--- src/rtl/gemini_exc_pkg.sv ---
// Shared definitions for the execute-stage multiply/divide unit:
// operation encodings, FSM state encoding and the divide-by-zero LO value.
package gemini_exc_pkg;

  localparam logic [1:0] OP_MULT  = 2'b00;
  localparam logic [1:0] OP_MULTU = 2'b01;
  localparam logic [1:0] OP_DIV   = 2'b10;
  localparam logic [1:0] OP_DIVU  = 2'b11;

  typedef enum logic [2:0] {
    ST_IDLE = 3'd0,
    ST_MUL  = 3'd1,
    ST_DIV  = 3'd2,
    ST_FIX  = 3'd3,
    ST_DONE = 3'd4
  } state_e;

  localparam logic [31:0] DIV_ZERO_LO = 32'hFFFF_FFFF;

  // True for the two-complement (signed) flavours of multiply and divide.
  function automatic logic is_signed_op(input logic [1:0] op);
    return (op == OP_MULT) || (op == OP_DIV);
  endfunction

endpackage

--- src/rtl/exc_div_step.sv ---
// One combinational restoring-divide step: shift the next dividend bit into
// the partial remainder, subtract the divisor when it fits, and shift the
// resulting quotient bit into the low end of the dividend/quotient register.
module exc_div_step #(
  parameter int WIDTH = 32
) (
  input  logic [WIDTH-1:0] i_rem,
  input  logic [WIDTH-1:0] i_quo,
  input  logic [WIDTH-1:0] i_divisor,
  output logic [WIDTH-1:0] o_rem,
  output logic [WIDTH-1:0] o_quo
);

  logic [WIDTH:0] w_trial;
  logic           w_ge;

  // Trial remainder is one bit wider so the compare never overflows.
  assign w_trial = {i_rem, i_quo[WIDTH-1]};
  assign w_ge    = (w_trial >= {1'b0, i_divisor});
  assign o_rem   = w_ge ? (w_trial[WIDTH-1:0] - i_divisor) : w_trial[WIDTH-1:0];
  assign o_quo   = {i_quo[WIDTH-2:0], w_ge};

endmodule

--- src/rtl/exc_muldiv.sv ---
// Execute-stage multi-cycle multiply/divide unit producing HI/LO results.
// MULT/MULTU finish in two cycles; DIV/DIVU run a radix-2 restoring loop on
// operand magnitudes followed by a sign-correction cycle.
// Optional build macro: EXC_MULDIV_EARLY_OUT_EN - skip the divide loop when
// the quotient is trivially zero (results are identical, only latency drops).
module exc_muldiv
  import gemini_exc_pkg::*;
#(
  parameter int WIDTH     = 32,
  parameter int DIV_ITERS = 32
) (
  input  logic             clk,
  input  logic             rst,
  input  logic             flush,
  input  logic             exception_flush,
  input  logic             stall_i,
  input  logic             start_i,
  input  logic [1:0]       op_i,
  input  logic [WIDTH-1:0] src_a_i,
  input  logic [WIDTH-1:0] src_b_i,
  output logic             stall_o,
  output logic             done_o,
  output logic [WIDTH-1:0] hi_o,
  output logic [WIDTH-1:0] lo_o
);

  localparam int CNT_W = $clog2(DIV_ITERS + 1);
  localparam logic [CNT_W-1:0] CNT_LAST = CNT_W'(DIV_ITERS - 1);

  state_e             r_state;
  logic [CNT_W-1:0]   r_cnt;
  logic [WIDTH-1:0]   r_rem;
  logic [WIDTH-1:0]   r_quo;   // multiplicand, or dividend shifting into quotient
  logic [WIDTH-1:0]   r_div;   // multiplier, or divisor magnitude
  logic               r_signed;
  logic               r_neg_q;
  logic               r_neg_r;
  logic               r_dz;
  logic               r_done;
  logic [WIDTH-1:0]   r_hi;
  logic [WIDTH-1:0]   r_lo;

  logic               w_flush;
  logic               w_signed_in;
  logic               w_is_div_in;
  logic [WIDTH-1:0]   w_mag_a;
  logic [WIDTH-1:0]   w_mag_b;
  logic [2*WIDTH-1:0] w_ext_a;
  logic [2*WIDTH-1:0] w_ext_b;
  logic [2*WIDTH-1:0] w_prod;
  logic [WIDTH-1:0]   w_rem_nxt;
  logic [WIDTH-1:0]   w_quo_nxt;
  logic               w_early;

  // A plain flush must not discard an instruction the rest of the pipe is holding.
  assign w_flush     = exception_flush | (flush & ~stall_i);
  assign w_signed_in = is_signed_op(op_i);
  assign w_is_div_in = op_i[1];
  assign w_mag_a     = (w_signed_in & src_a_i[WIDTH-1]) ? (~src_a_i + 1'b1) : src_a_i;
  assign w_mag_b     = (w_signed_in & src_b_i[WIDTH-1]) ? (~src_b_i + 1'b1) : src_b_i;

  // Full-width product of the latched operands, sign- or zero-extended.
  assign w_ext_a = r_signed ? {{WIDTH{r_quo[WIDTH-1]}}, r_quo} : {{WIDTH{1'b0}}, r_quo};
  assign w_ext_b = r_signed ? {{WIDTH{r_div[WIDTH-1]}}, r_div} : {{WIDTH{1'b0}}, r_div};
  assign w_prod  = w_ext_a * w_ext_b;

`ifdef EXC_MULDIV_EARLY_OUT_EN
  assign w_early = (r_cnt == {CNT_W{1'b0}}) && ((r_quo < r_div) || (r_quo == {WIDTH{1'b0}}));
`else
  assign w_early = 1'b0;
`endif

  exc_div_step #(.WIDTH(WIDTH)) u_div_step (
    .i_rem     (r_rem),
    .i_quo     (r_quo),
    .i_divisor (r_div),
    .o_rem     (w_rem_nxt),
    .o_quo     (w_quo_nxt)
  );

  // Stall the front end while an accepted op is in flight; DONE lets it retire.
  assign stall_o = ((r_state == ST_IDLE) & start_i) | (r_state == ST_MUL) |
                   (r_state == ST_DIV) | (r_state == ST_FIX);
  assign done_o  = r_done;
  assign hi_o    = r_hi;
  assign lo_o    = r_lo;

  // Control FSM plus datapath registers; results are only written on entry to DONE.
  always_ff @(posedge clk or negedge rst) begin
    if (!rst) begin
      r_state  <= ST_IDLE;
      r_cnt    <= {CNT_W{1'b0}};
      r_rem    <= {WIDTH{1'b0}};
      r_quo    <= {WIDTH{1'b0}};
      r_div    <= {WIDTH{1'b0}};
      r_signed <= 1'b0;
      r_neg_q  <= 1'b0;
      r_neg_r  <= 1'b0;
      r_dz     <= 1'b0;
      r_done   <= 1'b0;
      r_hi     <= {WIDTH{1'b0}};
      r_lo     <= {WIDTH{1'b0}};
    end else if (w_flush) begin
      r_state <= ST_IDLE;
      r_cnt   <= {CNT_W{1'b0}};
      r_done  <= 1'b0;
    end else begin
      case (r_state)
        ST_IDLE: begin
          if (start_i) begin
            r_signed <= w_signed_in;
            r_neg_q  <= w_signed_in & (src_a_i[WIDTH-1] ^ src_b_i[WIDTH-1]);
            r_neg_r  <= w_signed_in & src_a_i[WIDTH-1];
            r_dz     <= (src_b_i == {WIDTH{1'b0}});
            r_quo    <= w_is_div_in ? w_mag_a : src_a_i;
            r_div    <= w_is_div_in ? w_mag_b : src_b_i;
            r_rem    <= {WIDTH{1'b0}};
            r_cnt    <= {CNT_W{1'b0}};
            r_state  <= w_is_div_in ? ST_DIV : ST_MUL;
          end else begin
            r_state <= ST_IDLE;
          end
        end
        ST_MUL: begin
          r_hi    <= w_prod[2*WIDTH-1:WIDTH];
          r_lo    <= w_prod[WIDTH-1:0];
          r_done  <= 1'b1;
          r_state <= ST_DONE;
        end
        ST_DIV: begin
          if (w_early) begin
            r_rem   <= r_quo;
            r_quo   <= {WIDTH{1'b0}};
            r_state <= ST_FIX;
          end else begin
            r_rem <= w_rem_nxt;
            r_quo <= w_quo_nxt;
            r_cnt <= r_cnt + 1'b1;
            if (r_cnt == CNT_LAST) begin
              r_state <= ST_FIX;
            end else begin
              r_state <= ST_DIV;
            end
          end
        end
        ST_FIX: begin
          // Remainder follows the dividend sign, which also yields HI=src_a on /0.
          r_hi    <= r_neg_r ? (~r_rem + 1'b1) : r_rem;
          r_lo    <= r_dz ? DIV_ZERO_LO[WIDTH-1:0] : (r_neg_q ? (~r_quo + 1'b1) : r_quo);
          r_done  <= 1'b1;
          r_state <= ST_DONE;
        end
        ST_DONE: begin
          if (stall_i) begin
            r_state <= ST_DONE;
          end else begin
            r_done  <= 1'b0;
            r_state <= ST_IDLE;
          end
        end
        default: begin
          r_done  <= 1'b0;
          r_state <= ST_IDLE;
        end
      endcase
    end
  end

endmodule
--- config.mk ---
export PLATFORM = sky130hd
export DESIGN_NAME = exc_muldiv
export DESIGN_NICKNAME = d
export VERILOG_FILES = /design/src/rtl/gemini_exc_pkg.sv /design/src/rtl/exc_div_step.sv /design/src/rtl/exc_muldiv.sv
export SDC_FILE = /design/constraint.sdc
export NUM_CORES = 2
export LEC_CHECK = 0
export BUFFER_PORTS_ARGS = -buffer_cell sky130_fd_sc_hd__buf_2
export CAP_MARGIN = 5
export CORE_MARGIN = 3
export CORE_UTILIZATION = 63
export DETAILED_ROUTE_END_ITERATION = 16
export GPL_ROUTABILITY_DRIVEN = 0
export PLACE_DENSITY = 0.77
export SYNTH_ARGS = -nofsm -noshare
export SYNTH_HDL_FRONTEND = slang
export SYNTH_HIERARCHICAL = 1
export SYNTH_SLANG_ARGS = --single-unit
--- constraint.sdc ---
create_clock -name clk -period 12.8 [get_ports clk]
set_clock_uncertainty 0.2 [all_clocks]
set_input_delay 1.28 -clock clk [delete_from_list [all_inputs] [get_ports clk]]
set_output_delay 1.28 -clock clk [all_outputs]
set_load 0.02 [all_outputs]
==> results by group <==
Clocking
  • # clock sinks: between 150 and 200
  • Post-CTS setup buffer count: 0
  • H-tree lvl count: 4
  • Worst-Skew Late Latency: ~0.47 ns
  • TritonCTS clock tree: built
  • Clock root cell: clkbuf_16
  • Post-CTS Resized: 0
  • CTS max path bufs: 2
  • Cts bufs inserted: 17
  • Clock-pin slew of the registers on the worst-case setup and hold paths: 0.07 ns
  • Hold_buf cts: 0

Yosys
  • Synth Register Bits: about 170
  • Syn Std Cell Area: between 60000 and 70000 sq um
  • Cell variety after synth: 84
  • FFs w/ async S/R, synth: 100%
  • Syn. warnings: 6
  • Multiplexer share of the synthesized area: less than 1%
  • Most used DFF post-synth: dfrtp_1
  • Post-Synth Adder-Cell Area: a little over half
  • Synth Area in Simple Gates: around 14%
  • Register area share after synthesis: slightly above 7%
  • Largest family of logic cells by synthesized area: adder cells
  • Syn Area/Cell: slightly above 9 sq um
  • Synthesized instance count: between 6000 and 7000
  • Post-synthesis compound-gate area fraction: roughly 6.7%
  • Post-Syn Nets: roughly 8500
  • Post-synth EDFFs: 0
  • Post-synthesis xor/xnor area fraction: roughly 3.8%

Cells and area
  • Design area: 62200 sq um
  • Layout cells sized above 1: roughly 5.2%
  • # nets final: about 8300
  • Core Util, Final: 66.1%
  • Synth-to-Final Area Change: 3.31%

Worst hold path
  • Hold/Removal Path Class: reg2reg

Route
  • Pre-antenna DRT Iters: 6
  • Post-Route WL: between 150000 and 200000 microns
  • 1st-iter DRT viols: around 4000
  • DR vias: ~46000
  • WL met2: between 80000 and 90000 microns
  • Routed len/inst: roughly 22 microns
  • Metal-1 WL: between 60000 and 70000 microns
  • Highest routed layer: met5
  • Routed length on met3: ~16000 microns
  • DRC viols: 0
  • Drt via density: around 5.9
  • ANT nets after route: 0

STA
  • WHS: roughly 0.27 ns
  • Max transition margin: 17.8%
  • Max Slew Vio Count: 0
  • Tmin final: 10.67 ns
  • FMAX: 93.7 MHz
  • Setup TNS: 0 ns
  • Final setup fails: 0
  • Fin. Hold Viols: 0
  • RSZ-0062 raised after global routing: false
  • Final period util: a little over four fifths
  • Worst slew pin tran: about 1.2 ns

Worst setup path
  • Critical-path top delay cell: fa_1
  • CP top delay family: adder cells
  • Worst setup SP type: flop
  • Worst EP required: between 10 and 15 ns
  • Crit Path Max Fanout: 24
  • Most frequent cell on the critical path: fa_1
  • Worst path arrival time: approximately 11 ns
  • Crit path capture type: flop
  • CP Class: reg2reg
  • Buffer and inverter count on the worst path: 9
  • Critical path's largest stage delay: ~0.9 ns

Outcome
  • Status: complete, no violations

Placement
  • Post-DP Area: roughly 60000 sq um
  • Port Buffers: between 100 and 150
  • DP Wirelength: 140000 microns

Global routing
  • Vias in the first global route: between 50000 and 60000
  • Largest net degree at the start of global routing: between 100 and 150
  • Global route overflow: 0
  • GRT Total Usage: between 30% and 40%
  • Global-route wire length before repair: between 200000 and 300000 microns
  • Initial antenna violation count: 11

Floorplanning
  • I/O Pins: between 100 and 150
  • Die X: ~320 microns
  • Initial Util: between 60 and 70%
  • Cell row count: 112
  • Die ar.: between 90000 and 100000 sq um
  • Core ar.: ~94000 sq um
  • Die H: about 320 microns

Flow run
  • Max-Cap Viols: 0
## path summary, 6_finish.rpt
check                              start        end  slack (ns)  cells past startpoint
worst max-delay path            r_signed   hi_o[31]        2.13                     32
worst min-delay path            lo_o[14]   lo_o[14]        0.27                      2
worst max register to register  r_signed   hi_o[31]        2.13                     32
worst min register to register  lo_o[14]   lo_o[14]        0.27                      2
max in group asynchronous            rst  r_div[17]        9.94                      2
min in group asynchronous            rst   r_cnt[0]        0.67                      1
## cell type report
type                       instances  area (sq um)
clock buffer                      23           488
multi-input combinational       4495         48300
inverter                        1579          5930
fill                            7476         31800
tap                             1254          1570
antenna                            7          17.5
clock inverter                     9           131
timing repair buffer             223          1350
sequential                       174          4360
## registers in the layout (all words and copies together) (netlist names)
name and flops:
r_rem 32, r_cnt 6, r_signed 1, done_o 1
r_quo 32, r_neg_r 1, r_state 3, r_neg_q 1
hi_o 32, r_dz 1, lo_o 32, r_div 32
## cell usage in the layout, fill, tap and decap left out, drive strengths merged, types with 43 or more instances in the layout
cell type | netlist | routed
and2 | 576 | 576
xnor2 | 174 | 174
inv | 1579 | 1580
buf | 60 | 223
fa | 1420 | 1420
nand2 | 824 | 824
xor2 | 89 | 89
a21oi | 152 | 152
nand3 | 57 | 57
nor2 | 127 | 127
dfrtp | 174 | 174
ha | 345 | 345
o21ai | 239 | 239
a21o | 43 | 43
## Yosys cell counts (9+ instances only)
cell,instances,area [sq um]
nand3_1,57,285
and2_1,576,3600
o21ai_0,230,1150
buf_1,22,82.6
or2_2,9,56.3
or4_1,12,90.1
nand4_1,26,163
dfrtp_1,174,4350
or3_1,13,81.3
a21o_1,43,323
mux2_2,22,248
nor2b_1,13,81.3
xor2_1,89,780
o211ai_1,14,105
a21oi_1,151,756
mux2_4,9,135
and3_1,33,206
a211oi_1,10,75.1
mux2i_1,15,150
nor3_1,32,160
nand2b_1,9,56.3
clkbuf_1,323,1210
nand2_1,824,3090
nor4_1,14,87.6
nor2_1,127,477
o22ai_1,28,175
o41ai_1,18,158
a31oi_1,22,138
o31ai_1,29,218
xnor2_1,174,1520
o21bai_1,15,113
inv_1,1578,5920
buf_4,32,240
o21a_1,12,90.1
fa_1,1420,28400
ha_1,345,4320
## worst register-to-register path: cells and delay by family (launching register included)
kind | cells | cell delay, ns
fa+ha+maj | 11 | 6.02
simple gates | 6 | 1.16
flops | 1 | 0.37
buf+inv | 9 | 1.30
compound gates | 6 | 1.52
## cells by family (layout without fill, tap and decap cells)
logic type,after synthesis,after routing
DFF,174,174
other,0,7
AOI/OAI and AO/OA,650,650
and+or+nand+nor,1769,1769
muxes,46,46
buffers and inverters,1963,1834
xor gates and xnor gates,263,263
adders and majority gates,1767,1767
## metrics by stage
step	setup slack, ns	std cells
2_1_floorplan	3.45	6632
3_3_place_gp	2.48	7725
3_5_place_dp	2.28	7725
4_1_cts	2.25	7757
5_1_grt	1.62	7760
6_report	2.13	7764
## metal layers
layer,global-route usage (%),vias to the layer above
met5,0,-
met4,24.3,10
met3,6.92,754
met2,59.0,2437
met1,45.6,23329
li1,-,19309
Power is not shown: default switching activity piles up to over one toggle a cycle in this logic, so the estimate is an artifact.
